$ cat src/rtl/width_conv_pkg.sv
// width_conv_pkg: shared types and sizing helpers for the width converters.
//   wconv_state_e - IDLE (no word held) / SEND (word held, beats going out)
//   wconv_ratio   - number of narrow beats per wide word (0 if the widths are unusable)
//   wconv_cnt_w   - beat counter width, never less than one bit
package width_conv_pkg;

    typedef enum logic {IDLE, SEND} wconv_state_e;

    function automatic int wconv_ratio(int win, int wout);
        return (wout > 0) ? win / wout : 0;
    endfunction

    function automatic int wconv_cnt_w(int ratio);
        return ($clog2(ratio) > 1) ? $clog2(ratio) : 1;
    endfunction

endpackage

$ cat src/rtl/width_downsizer.sv
// width_downsizer: splits each WIDTH_IN-bit word into WIDTH_IN/WIDTH_OUT narrow beats.
//   clk      in   rising-edge clock
//   rst_n    in   synchronous active-low reset
//   s_data   in   wide input word
//   s_valid  in   s_data valid
//   s_ready  out  word can be accepted this cycle (never depends on s_valid)
//   m_data   out  narrow output beat
//   m_valid  out  m_data valid
//   m_ready  in   consumer takes m_data this cycle
//   m_last   out  final beat of the current word
// Build option WIDTH_DOWNSIZER_MSB_FIRST_EN sends the most significant slice first;
// by default the least significant slice goes first.
module width_downsizer
    import width_conv_pkg::*;
#(
    parameter int WIDTH_IN  = 8,
    parameter int WIDTH_OUT = 4
) (
    input  logic                 clk,
    input  logic                 rst_n,
    input  logic [WIDTH_IN-1:0]  s_data,
    input  logic                 s_valid,
    output logic                 s_ready,
    output logic [WIDTH_OUT-1:0] m_data,
    output logic                 m_valid,
    input  logic                 m_ready,
    output logic                 m_last
);

    localparam int RATIO = wconv_ratio(WIDTH_IN, WIDTH_OUT);
    localparam int CW    = wconv_cnt_w(RATIO);

    if (WIDTH_OUT < 1 || WIDTH_OUT > WIDTH_IN || (WIDTH_IN % WIDTH_OUT) != 0) begin : g_bad_params
        $error("width_downsizer: WIDTH_IN (%0d) must be a positive multiple of WIDTH_OUT (%0d)",
               WIDTH_IN, WIDTH_OUT);
    end

    wconv_state_e         state, state_nx;
    logic [CW-1:0]        cnt, cnt_nx;
    logic [WIDTH_IN-1:0]  hold, hold_nx;
    logic                 last, accept, xfer;

    function automatic logic [WIDTH_OUT-1:0] slice(input logic [WIDTH_IN-1:0] w,
                                                   input logic [CW-1:0] k);
`ifdef WIDTH_DOWNSIZER_MSB_FIRST_EN
        return WIDTH_OUT'(w >> (WIDTH_IN - (int'(k) + 1) * WIDTH_OUT));
`else
        return WIDTH_OUT'(w >> (int'(k) * WIDTH_OUT));
`endif
    endfunction

    assign last    = (cnt == CW'(RATIO - 1));
    // A new word may enter while the final beat of the held word is leaving.
    assign s_ready = rst_n & ((state == IDLE) | ((state == SEND) & m_ready & last));
    assign accept  = s_valid & s_ready;
    assign m_valid = (state == SEND);
    assign xfer    = m_valid & m_ready;
    assign m_data  = m_valid ? slice(hold, cnt) : '0;
    assign m_last  = m_valid & last;

    always_comb begin
        state_nx = state;
        cnt_nx   = cnt;
        hold_nx  = hold;
        if (accept) begin
            state_nx = SEND;
            cnt_nx   = '0;
            hold_nx  = s_data;
        end else if (xfer) begin
            state_nx = last ? IDLE : SEND;
            cnt_nx   = last ? '0 : cnt + CW'(1);
        end
    end

    always_ff @(posedge clk) begin
        if (!rst_n) begin
            state <= IDLE;
            cnt   <= '0;
            hold  <= '0;
        end else begin
            state <= state_nx;
            cnt   <= cnt_nx;
            hold  <= hold_nx;
        end
    end

endmodule
$ cat config.mk
export PLATFORM = sky130hd
export DESIGN_NAME = width_downsizer
export DESIGN_NICKNAME = d
export VERILOG_FILES = /design/src/rtl/width_conv_pkg.sv /design/src/rtl/width_downsizer.sv
export SDC_FILE = /design/constraint.sdc
export NUM_CORES = 1
export LEC_CHECK = 0
export CORE_AREA = 2 2 39 41
export CTS_BUF_LIST = sky130_fd_sc_hd__clkbuf_4 sky130_fd_sc_hd__clkbuf_8
export DETAILED_ROUTE_END_ITERATION = 8
export DIE_AREA = 0 0 41 43
export PLACE_DENSITY = 0.71
export SYNTH_ARGS = -nofsm -noshare
export SYNTH_HDL_FRONTEND = slang
export SYNTH_SLANG_ARGS = --single-unit
$ cat constraint.sdc
create_clock -name clk -period 2 [get_ports clk]
set_input_delay 0.2 -clock clk [delete_from_list [all_inputs] [get_ports clk]]
set_output_delay 0.2 -clock clk [all_outputs]
set_load 0.005 [all_outputs]
* Word-level counts from Yosys, hierarchy flattened *
Index checks and enable logic that the tools add are counted.

operators by class
  order comparisons = 0
  equal/unequal tests = 0
  shifts and indexed selects = 1
  reduce and logical (&&, ||, !) cells = 2
  bitwise gates (word level) = 8
  multiplexer cells = 5
  add/sub/neg operators = 1
  multiply operators = 0
  div/mod/pow operators = 0

operators by type and width
  kind                   number
  $shr A8 B3 Y4          1
  $and A1 B1 Y1          5
  $mux W1                4
  $mux W4                1
  $not A1 Y1             2
  $reduce_bool A2 Y1     1
  $reduce_or A2 Y1       1
  $add A1 B1 Y1 const B  1
  $or A1 B1 Y1           1

storage, ports and cells
  bits in latches = 0
  word-level logic and storage cells = 20
  bits in writable memories = 0
  memories = 0
  input bits = 12
  memory bits (read-only) = 0
  flip-flop bits (word level) = 10
  output and inout bits = 7

* Logic depth before layout (Yosys ltp) *
  depth after elaboration = 6
  gate-level depth with buffers = 4
  gate-level depth less buffers = 3

* Least setup slack after synthesis *
No wires, ideal clock.

  kind = flip-flop to output port
  start point = register state, in the netlist m_valid
  end point = output s_ready
  slack = 912 ps
  arrival = 888 ps
  path buffers = 0
  cell stages (with the launch flop) = 3
  cells stage by stage = dfxtp_1 a21boi_4 and2b_1

between the ends
  longest elaborated chain between the ends = 4

ends and longest elaborated chain
  what                        RTL line               source
  from (decl)                 width_downsizer.sv:38  wconv_state_e state, state_nx;
  from (signal assigned)      width_downsizer.sv:81  state <= state_nx;
  $and A1 B1 Y1 (2 in a row)  width_downsizer.sv:54  assign s_ready = rst_n & ((state == IDLE) | ((state == SEND) & m_ready & last));
  $or A1 B1 Y1 (*)            width_downsizer.sv:54
  $and A1 B1 Y1 (*)           width_downsizer.sv:54
  to (decl)                   width_downsizer.sv:23  output logic s_ready,

Mark *: on every way between the ends. The rest lies on a longest branch, timed or not.

* Worst setup path after layout *
Same ends and word-level chain as after synthesis.

==> results.md <==
* Status: finished clean
* Crit-path cells: a21boi_4 > and2b_1 > clkdlybuf4s50_1
* Internal at 337 µW
* # nets final at 89
* FILL cells at 138
* Global-route wire length before repair at 1.47 mm
* Hold wc startpoint: hold[2]
* Top-count cell post-synth: mux2i_1
* Top post-synthesis cells by count: 12 x mux2i_1, 10 x dfxtp_1, 10 x nand2_1
* Worst Setup Path Type: reg2out
* Vias in the first global route at 366
* Fin. Hold Viols at 0
* Seq pwr share at 51.6%
* Max Root-Sink Buffers at 2
* Clock power frac at 29.2%
* Final GP Congestion at 0.691
* Routing usage on met3 at 1.57%
* Die width at 41 µm
* Residual DRC at 0
* Initial DRC count at 1
* Dpl ws at 0.217 ns
* CTS Buf Count at 3
* WL/cell at 9.93 µm
* Hpwl dp at 678 µm
* Post-CTS Setup Bufs at 0
* Async S/R FF share, synth at 0%
* Vias per cell at 4.33
* Routed Antenna Nets at 0
* Worst-path fanout max at 9
* Crit path time final at 1.87 ns
* Register area share after synthesis at 39.4%
* CTS resizes at 0
* Port Buffer Count at 18
* Critical Path End Type: primary output
* Syn_nets at 67
* RSZ-0062 raised after global routing: false
* TritonCTS clock tree: built
* Worst Setup SP: m_valid
* Final Power at 437 µW
* Remaining Overflow, GRT at 0
* Mapped Cells at 55
* Clock transition at path regs at 0.06 ns
* # rows at 14
* Register bit total from synthesis at 10
* All-layer global routing usage at 12.5%
* Core ar. at 0.00138 mm²
* Chip height at 43 µm
* Setup TNS at 0 ns
* Combinational share of power at 19.3%
* Final WL at 904 µm
* Crit path buf inv count at 1
* GR met1 Demand/Resource at 16.0%
* Hold slack at 0.456 ns
* Slew HR at 73.7%
* Worst slew pin tran at 0.394 ns
* Clock latency at the later pin of the worst-skew pair at 0.26 ns
* Clock root cell: clkbuf_4
* First-pass iteration count of the detailed router at 2
* Synth-to-Final Area Change at 43.1%
* F_max at 0.536 GHz
* Crit-path max cell delay at 0.46 ns
* Synthesis Warnings at 0
* Yosys top cell by area: dfxtp_1
* Tcrit/Tclk final at 93.3%
* Mapped Area at 508 µm²
* Max Slew Vio Count at 0
* EDFF count, synth at 0
* Reg2reg start: cnt
* Setup violations, final at 0
* Vias after detailed routing at 394
* H-tree depth at 1
* Leak at 0.000307 µW
* Worst setup margin at 0.135 ns
* P_sw at 100 µW
* Share of layout cells above drive strength 1 at 8.00%
* Die Area at 0.00176 mm²
* Critical path startpoint category: flip-flop
* Hold-fix buffers, CTS at 0
* Largest net degree at the start of global routing at 12
* P per Cell Area at 602 mW/mm²
* Top delay family on crit path: flip-flops
* Worst Path Required at 1.80 ns
* Avg Synthesized Cell Area at 9.24 µm²
* Hold crit path type: reg2reg
* I/O pin count at 19
* Sw Share at 22.9%
* Area fraction of the dominant cell type after synthesis at 39.4%
* Synth area leaders: dfxtp_1 39%, mux2i_1 24%, nand2_1 7.4%, inv_1 5.9%, nor2b_1 4.9%
* Starting Density at 36.7%
* Post-Route Skew at 0.00789 ns
* Dpl cells at 88
* Unique masters post-synth at 15
* Crit path DAT at 1.67 ns
* Layer with the highest usage: met2
* Slowest CP cell: dfxtp_1
* Initial antenna violation count at 0
* Met2 Resource Use GR at 17.8%
* ANT cells at 0
* CTS Sinks at 10
* Synth Flop Type: dfxtp_1
* Max cap viols at 0
* Non-filler cells, final at 91
* Peak VDD IR at 0.000319 V
[per-stage QoR]
step | cell area (µm²) | util, %
3_5_place_dp | 704 | 50.9
2_1_floorplan | 508 | -
6_report | 727 | 52.5
5_1_grt | 727 | 52.5
4_1_cts | 727 | 52.5
3_3_place_gp | 704 | 50.9
[layout by cell type, fill, tap and decap left out]
cell             count
and2b_1              1
nor2_1               1
and2_1               1
a21boi_4             1
mux2i_1             12
nor2_8               1
inv_1                8
o21a_1               2
nand2_1             10
clkbuf_4             3
and3_1               1
dfxtp_1             10
nor2b_1              4
buf_4                1
clkdlybuf4s50_1     18
nand2b_1             1
[cell type report]
cell class | instances | area (µm²) | area share [%]
Inverter | 8 | 30.0 | 4.13
Multi-Input combinational cell | 35 | 267 | 36.7
Sequential cell | 10 | 200 | 27.5
Tap cell | 16 | 20.0 | 2.75
Timing Repair Buffer | 19 | 188 | 25.8
Clock buffer | 3 | 22.5 | 3.10
[power groups by stage]
stage	sequential [µW]	combinational (µW)	clock, µW
floorplan	225	46.9	0
global placement	230	83.6	0
detailed placement	230	85.3	0
CTS	226	85.6	135
global route	228	93.1	141
finish	226	84.2	128
[sequential cells by signal (all words and copies together) (netlist names)]
signal and cells:
hold 8, cnt 1, m_valid 1
[cell families (layout without fill, tap and decap cells)]
group                  count (synthesis)  in the layout  share of synthesized area (%)
multiplexers                          12             12                           23.6
AND/OR/NAND/NOR                       20             20                           22.2
AO/OA/AOI/OAI                          3              3                           6.65
flip-flops                            10             10                           39.4
buffers and inverters                 10             30                           8.13
[worst min-delay path, cell delays in order, from the launching register on]
cell and delay [ns]:
dfxtp_1 0.31, nand2_1 0.05, mux2i_1 0.05
[worst paths after layout]
check	end	slack, ns	cells past startpoint
setup / recovery	s_ready	0.13	3
hold / removal	hold[2]	0.46	2
setup reg to reg	hold[7]	0.76	3
hold reg to reg	hold[2]	0.46	2
[per-layer routing]
layer | part of all wire (%) | routed length (µm)
met5 | 0 | 0
met4 | 1.1 | 10
met3 | 6.7 | 61
met2 | 45 | 406
met1 | 47 | 424
Power figures use the tool's default switching activity.
